--- config.mk ---
export PLATFORM = sky130hd
export DESIGN_NAME = uart_packet_scheduler
export DESIGN_NICKNAME = d
export VERILOG_FILES = /design/src/rtl/uart_pkt_pkg.sv /design/src/rtl/uart_packet_scheduler_timer.sv /design/src/rtl/uart_packet_scheduler.sv
export SDC_FILE = /design/constraint.sdc
export NUM_CORES = 1
export LEC_CHECK = 0
export ABC_AREA = 1
export ABC_CLOCK_PERIOD_IN_PS = 26500
export CELL_PAD_IN_SITES_DETAIL_PLACEMENT = 1
export CELL_PAD_IN_SITES_GLOBAL_PLACEMENT = 1
export CORE_MARGIN = 1
export CORE_UTILIZATION = 40
export DETAILED_ROUTE_END_ITERATION = 16
export GPL_ROUTABILITY_DRIVEN = 0
export PLACE_DENSITY_LB_ADDON = 0.12
export REMOVE_ABC_BUFFERS = 1
export SYNTH_ARGS = -nofsm -noshare
export SYNTH_HDL_FRONTEND = slang
export SYNTH_HIERARCHICAL = 1
export SYNTH_SLANG_ARGS = --single-unit
--- constraint.sdc ---
create_clock -name clk -period 26.5 [get_ports clk]
set_clock_uncertainty 0.2 [all_clocks]
set_input_delay 6.625 -clock clk [delete_from_list [all_inputs] [get_ports clk]]
set_output_delay 6.625 -clock clk [all_outputs]
set_load 0.02 [all_outputs]
--- src/rtl/uart_pkt_pkg.sv ---
// rtl/uart_pkt_pkg.sv - shared packet sizes and FSM state types for the UART packet scheduler
package uart_pkt_pkg;

   localparam int PKT_BYTES = 23;
   localparam int PKT_BITS  = PKT_BYTES * 8;

   typedef logic [PKT_BITS-1:0] pkt_t;

   typedef enum logic [1:0] {
      EMPTY,
      FILLING,
      FULL
   } fill_state_e;

   typedef enum logic {
      IDLE,
      PENDING
   } out_state_e;

endpackage

--- src/rtl/uart_packet_scheduler_timer.sv ---
// rtl/uart_packet_scheduler_timer.sv - idle timer that flushes a partial packet (built only with UART_PKT_TIMEOUT_EN)
`ifdef UART_PKT_TIMEOUT_EN
module pkt_timeout_timer #(
   parameter int TIMEOUT_CYCLES = 100000
) (
   input  logic clk,
   input  logic rst,
   input  logic restart,
   input  logic enable,
   output logic expired
);

   localparam int CNT_W = $clog2(TIMEOUT_CYCLES + 1);
   localparam logic [CNT_W-1:0] CNT_LAST = CNT_W'(TIMEOUT_CYCLES - 1);

   logic [CNT_W-1:0] cnt_q, cnt_d;

   // Expiry is flagged on the last idle clock so the flush lands exactly TIMEOUT_CYCLES edges after the byte.
   assign expired = enable & (cnt_q == CNT_LAST);

   always_comb begin
      cnt_d = cnt_q;
      if (restart) begin
         cnt_d = '0;
      end else if (enable && !expired) begin
         cnt_d = cnt_q + 1'b1;
      end
   end

   always_ff @(posedge clk or posedge rst) begin
      if (rst) begin
         cnt_q <= '0;
      end else begin
         cnt_q <= cnt_d;
      end
   end

endmodule
`endif

--- src/rtl/uart_packet_scheduler.sv ---
// rtl/uart_packet_scheduler.sv - assembles UART bytes into ping-pong packet banks for the modulator
// UART_PKT_TIMEOUT_EN adds an idle timer that flushes partial packets zero-padded.
module uart_packet_scheduler #(
   parameter int PKT_BYTES      = 23,
   parameter int TIMEOUT_CYCLES = 100000
) (
   input  logic                             clk,
   input  logic                             rst,
   input  logic                             rx_valid,
   input  logic [7:0]                       rx_data,
   input  logic                             clear,
   output logic [PKT_BYTES*8-1:0]           pkt_data,
   output logic [$clog2(PKT_BYTES+1)-1:0]   pkt_len,
   output logic                             pkt_valid,
   input  logic                             pkt_ready,
   output logic                             overrun,
   output logic                             busy
);

   import uart_pkt_pkg::*;

   localparam int PKT_BITS = PKT_BYTES * 8;
   localparam int IDX_W    = $clog2(PKT_BYTES + 1);
   localparam logic [IDX_W-1:0] IDX_LAST = IDX_W'(PKT_BYTES);

   fill_state_e          fill_q, fill_d;
   out_state_e           out_q, out_d;
   logic [IDX_W-1:0]     idx_q, idx_d, idx_inc;
   logic [PKT_BITS-1:0]  fill_bank_q, fill_bank_d, fill_bank_wr;
   logic [PKT_BITS-1:0]  out_bank_q, out_bank_d;
   logic [IDX_W-1:0]     out_len_q, out_len_d;
   logic                 overrun_q, overrun_d;
   logic                 wr, timeout_hit, full_now, out_free, swap;

`ifdef UART_PKT_TIMEOUT_EN
   logic tmr_expired;

   pkt_timeout_timer #(
      .TIMEOUT_CYCLES(TIMEOUT_CYCLES)
   ) u_timer (
      .clk     (clk),
      .rst     (rst),
      .restart (wr | clear),
      .enable  (fill_q == FILLING),
      .expired (tmr_expired)
   );

   assign timeout_hit = tmr_expired & ~rx_valid & ~clear;
`else
   assign timeout_hit = 1'b0;
`endif

   always_comb begin
      wr      = rx_valid & ~clear & (fill_q != FULL);
      idx_inc = idx_q + 1'b1;

      // The fill bank is zeroed whenever it empties, so unwritten bytes are already padding.
      fill_bank_wr = fill_bank_q;
      if (wr) begin
         fill_bank_wr[PKT_BITS-1-8*int'(idx_q) -: 8] = rx_data;
      end

      // A bank completing on this edge hands off immediately, making FULL transient when the out bank is free.
      full_now = ~clear & ((fill_q == FULL) | (wr & (idx_inc == IDX_LAST)) | timeout_hit);
      out_free = (out_q == IDLE) | pkt_ready;
      swap     = full_now & out_free;

      fill_d      = fill_q;
      idx_d       = idx_q;
      fill_bank_d = fill_bank_q;
      out_d       = out_q;
      out_bank_d  = out_bank_q;
      out_len_d   = out_len_q;
      overrun_d   = rx_valid & ~clear & (fill_q == FULL);

      if (clear || swap) begin
         fill_d      = EMPTY;
         idx_d       = '0;
         fill_bank_d = '0;
      end else if (full_now) begin
         fill_d      = FULL;
         idx_d       = wr ? idx_inc : idx_q;
         fill_bank_d = fill_bank_wr;
      end else if (wr) begin
         fill_d      = FILLING;
         idx_d       = idx_inc;
         fill_bank_d = fill_bank_wr;
      end

      if (swap) begin
         out_d      = PENDING;
         out_bank_d = fill_bank_wr;
         out_len_d  = wr ? idx_inc : idx_q;
      end else if ((out_q == PENDING) && pkt_ready) begin
         out_d = IDLE;
      end
   end

   always_ff @(posedge clk or posedge rst) begin
      if (rst) begin
         fill_q      <= EMPTY;
         out_q       <= IDLE;
         idx_q       <= '0;
         fill_bank_q <= '0;
         out_bank_q  <= '0;
         out_len_q   <= '0;
         overrun_q   <= 1'b0;
      end else begin
         fill_q      <= fill_d;
         out_q       <= out_d;
         idx_q       <= idx_d;
         fill_bank_q <= fill_bank_d;
         out_bank_q  <= out_bank_d;
         out_len_q   <= out_len_d;
         overrun_q   <= overrun_d;
      end
   end

   assign pkt_data  = out_bank_q;
   assign pkt_len   = out_len_q;
   assign pkt_valid = (out_q == PENDING);
   assign overrun   = overrun_q;
   assign busy      = (fill_q != EMPTY) | pkt_valid;

endmodule

==> qor.txt <==
==============================================================================
Die Y-Extent ....................................................       203 um
1st-iter DRT viols ..............................................          796
Cell type of the slowest stage on the worst timing path .........        buf_4
Worst ir drop on vdd ............................................      37.6 uV
Die Outline Area ................................................   41100 um^2
Post-synthesis share of cell area spent on xor and xnor gates ...      0.0544%
Cts hold-fix bufs ...............................................            0
Antenna violations before repair ................................            0
X dimension of the die ..........................................       203 um
Count of cells resized by post-cts repair .......................            0
Complex-gate fraction of the synthesized area ...................        6.39%
# IOs ...........................................................          205
Crit path buf inv count .........................................            5
Largest cells by area after synthesis ........................... dfrtp_1 59%, nand2_1 17%, o21ai_1 3.5%
HPWL after detailed placement ...................................     30800 um
Final Hold Viols ................................................            0
Period utilisation layout .......................................        43.6%
# port buffers ..................................................          204
Area growth syn-to-layout .......................................        23.3%
Setup repair after global routing missed its margin .............           no
Top cell type's share of synthesized area .......................        59.4%
Crit path required time .........................................     26.79 ns
Achievable frequency ............................................   0.0866 GHz
Path class of the lowest-slack min-delay path ...................   reg -> reg
Combinational family with the most area after synthesis ......... simple AND/OR/NAND/NOR gates
Crit-path most repeated cell ....................................        buf_4
Dominant register cell in the synthesized netlist ...............      dfrtp_1
Async SR Flop Fraction ..........................................         100%
Critical path endpoint category .................................     register
Library cell with the highest instance count after synthesis ....      nand2_1
Maximum number of pins on one net before global-route repair ....          114
Final critical delay including setup and external delays ........     11.54 ns
Number of buffers inserted by post-CTS setup repair .............            0
Gate count after technology mapping .............................         1867
Fraction of final layout cells sized beyond drive strength 1 ....        6.01%
TritonCTS clock tree ............................................          yes
Register area share after synthesis .............................        59.4%
Yosys reg bits ..................................................          382
Summed instance area of the synthesized netlist .................   16100 um^2
Number of buffers created by CTS ................................           41
Via count .......................................................        13.0k
Biggest area consumer among synthesized cells ...................      dfrtp_1
Post-synthesis simple-gate area fraction ........................        28.7%
Start-to-end type of the worst setup path .......................    in -> reg
Clock transition at path regs ...................................      0.06 ns
Number of nets with antenna violations after detailed routing ...            0
Non-filler instance count after layout ..........................         2587
Global-route wire length before repair ..........................     77100 um
Max_slew headroom ...............................................        27.7%
Adder-cell share of the synthesized area ........................       0.155%
DRT Pass-1 Iters ................................................            4
Final critical-path setup slack .................................     14.96 ns
# DRC ...........................................................            0
Kind of start point of the critical path ........................ primary input
Ranking of synthesized cells by instance count .................. 725 x nand2_1, 382 x dfrtp_1, 140 x nor2_1
Max_cap viols ...................................................            0
Buffer levels on the longest clock path .........................            3
Kind of cell adding the most delay to the critical path ......... buffers and inverters
Outcome ......................................................... finished clean
Final total negative setup slack ................................         0 ns
Wire length per cell ............................................      18.6 um
Syn_area_per_cell ...............................................    8.62 um^2
Actual slew at the worst max-slew pin ...........................      1.08 ns
Layout Cell Area excl Fill ......................................   19900 um^2
Multiplexer share of the synthesized area .......................           0%
Rows ............................................................           73
Post-detailed-placement cell area ...............................   18500 um^2
Leak ............................................................      9.72 nW
CTS sink count ..................................................          382
Starting density of the core ....................................        40.5%
Aggregate global-route resource usage ...........................        24.1%
Via count of the first global-routing pass ......................        13.5k
Library cell used as clock root buffer ..........................    clkbuf_16
Total power per unit cell area .................................. 64.4 nW/um^2
Placement-stage worst setup slack ...............................     14.35 ns
CP peak stage delay .............................................      0.93 ns
Number of flops mapped to enable cells by yosys .................            0
Number of different library cells in the post-synthesis netlist .           29
Net count reported at finish ....................................         2048
Residual overflow from global routing ...........................            0
Total of warnings raised by yosys ...............................            6
Final Slew Violations ...........................................            0
Final setup vio count ...........................................            0
Ordered list of cells on the worst path ......................... clkdlybuf4s50_1, inv_2, nand2_2, nor2_4, nand2_1, nor2_1, nand3_1, nand2_2, nand3_4, buf_4, buf_4, nand2_4, buf_4, nor2_1
Crit path arrival time ..........................................     11.84 ns
Ratio of routed vias to standard cells ..........................         5.03
Core outline area ...............................................   39700 um^2
Maximum fanout count along the critical path ....................          102
Later-pin clock latency in the skew report ......................      0.57 ns
Power Total .....................................................    0.00128 W
Antenna cell count ..............................................            0
Cells after DPL .................................................         2515
Total wirelength of the detailed-routed design ..................     48000 um
# H-tree levels .................................................            2
==============================================================================
cell usage in the layout (no fill, tap or decap), drive strengths merged:
| cell type | synthesis | layout |
|---|---|---|
| a211oi | 1 | 1 |
| a21boi | 1 | 1 |
| a21oi | 6 | 6 |
| and2 | 84 | 84 |
| buf | 69 | 21 |
| bufinv | 0 | 3 |
| clkbuf | 33 | 58 |
| clkdlybuf4s50 | 0 | 204 |
| clkinv | 2 | 12 |
| dfrtp | 382 | 382 |
| ha | 2 | 2 |
| inv | 88 | 89 |
| nand2 | 734 | 734 |
| nand3 | 97 | 97 |
| nand3b | 2 | 2 |
| nand4 | 29 | 29 |
| nor2 | 151 | 151 |
| nor3 | 2 | 2 |
| o21ai | 159 | 159 |
| o21bai | 24 | 24 |
| xor2 | 1 | 1 |
sequential cells by signal (all words and copies together) (netlist names):
register and count:
pkt_valid 1, fill_bank_q 184, overrun 1, fill_q 2
idx_q 5, pkt_data 184, pkt_len 5
through the flow:
step | hold WS (ns) | utilization (%)
after floorplan | 0.291 | -
after global placement | 0.263 | 46.5
after detailed placement | 0.267 | 46.5
after CTS | 0.284 | 50.0
after global routing | 0.302 | 50.0
final | 0.278 | 50.0
worst min-delay path, delay by kind of cell (launching register included):
family | cells | cell delay, ns
flops | 1 | 0.34
simple gates | 2 | 0.10
power breakdown:
group	switching, W	internal, W	total [W]
Sequential	0.00000719	0.000593	0.000600
Combinational	0.0000634	0.0000250	0.0000884
Clock	0.000237	0.000352	0.000589
Total	0.000307	0.000970	0.00128
final cells by class:
cell class                 instances  area [um^2]
clock buffer                      58         1230
clock inverter                    14          149
fill                            4596        19900
inverter                          90          345
multi-input combinational       1293         5710
sequential                       382         9560
tap                              525          657
timing repair buffer             225         2200
per-layer routing:
metal	global-route usage [%]	share of wire [%]
met5	0	0
met4	7.49	2.3
met3	3.40	4.0
met2	38.7	47
met1	33.8	47
worst paths after layout:
check	startpoint	end	slack (ns)	depth (start not counted)
hold reg to reg	pkt_data[82]	pkt_data[82]	0.28	2
hold / removal	pkt_data[82]	pkt_data[82]	0.28	2
setup reg to reg	idx_q[0]	fill_bank_q[69]	20.64	11
min in group asynchronous	rst	pkt_data[149]	6.43	2
max in group asynchronous	rst	fill_bank_q[176]	17.37	4
setup / recovery	clear	fill_bank_q[69]	14.96	14
cells by family after synthesis:
family                   after synthesis
AND/OR/NAND/NOR                     1099
flip-flops                           382
XOR/XNOR                               1
buffers and inverters                192
AO/OA/AOI/OAI                        191
adder cells (fa/ha/maj)                2
Note: power is estimated with default switching activity, not from simulation.
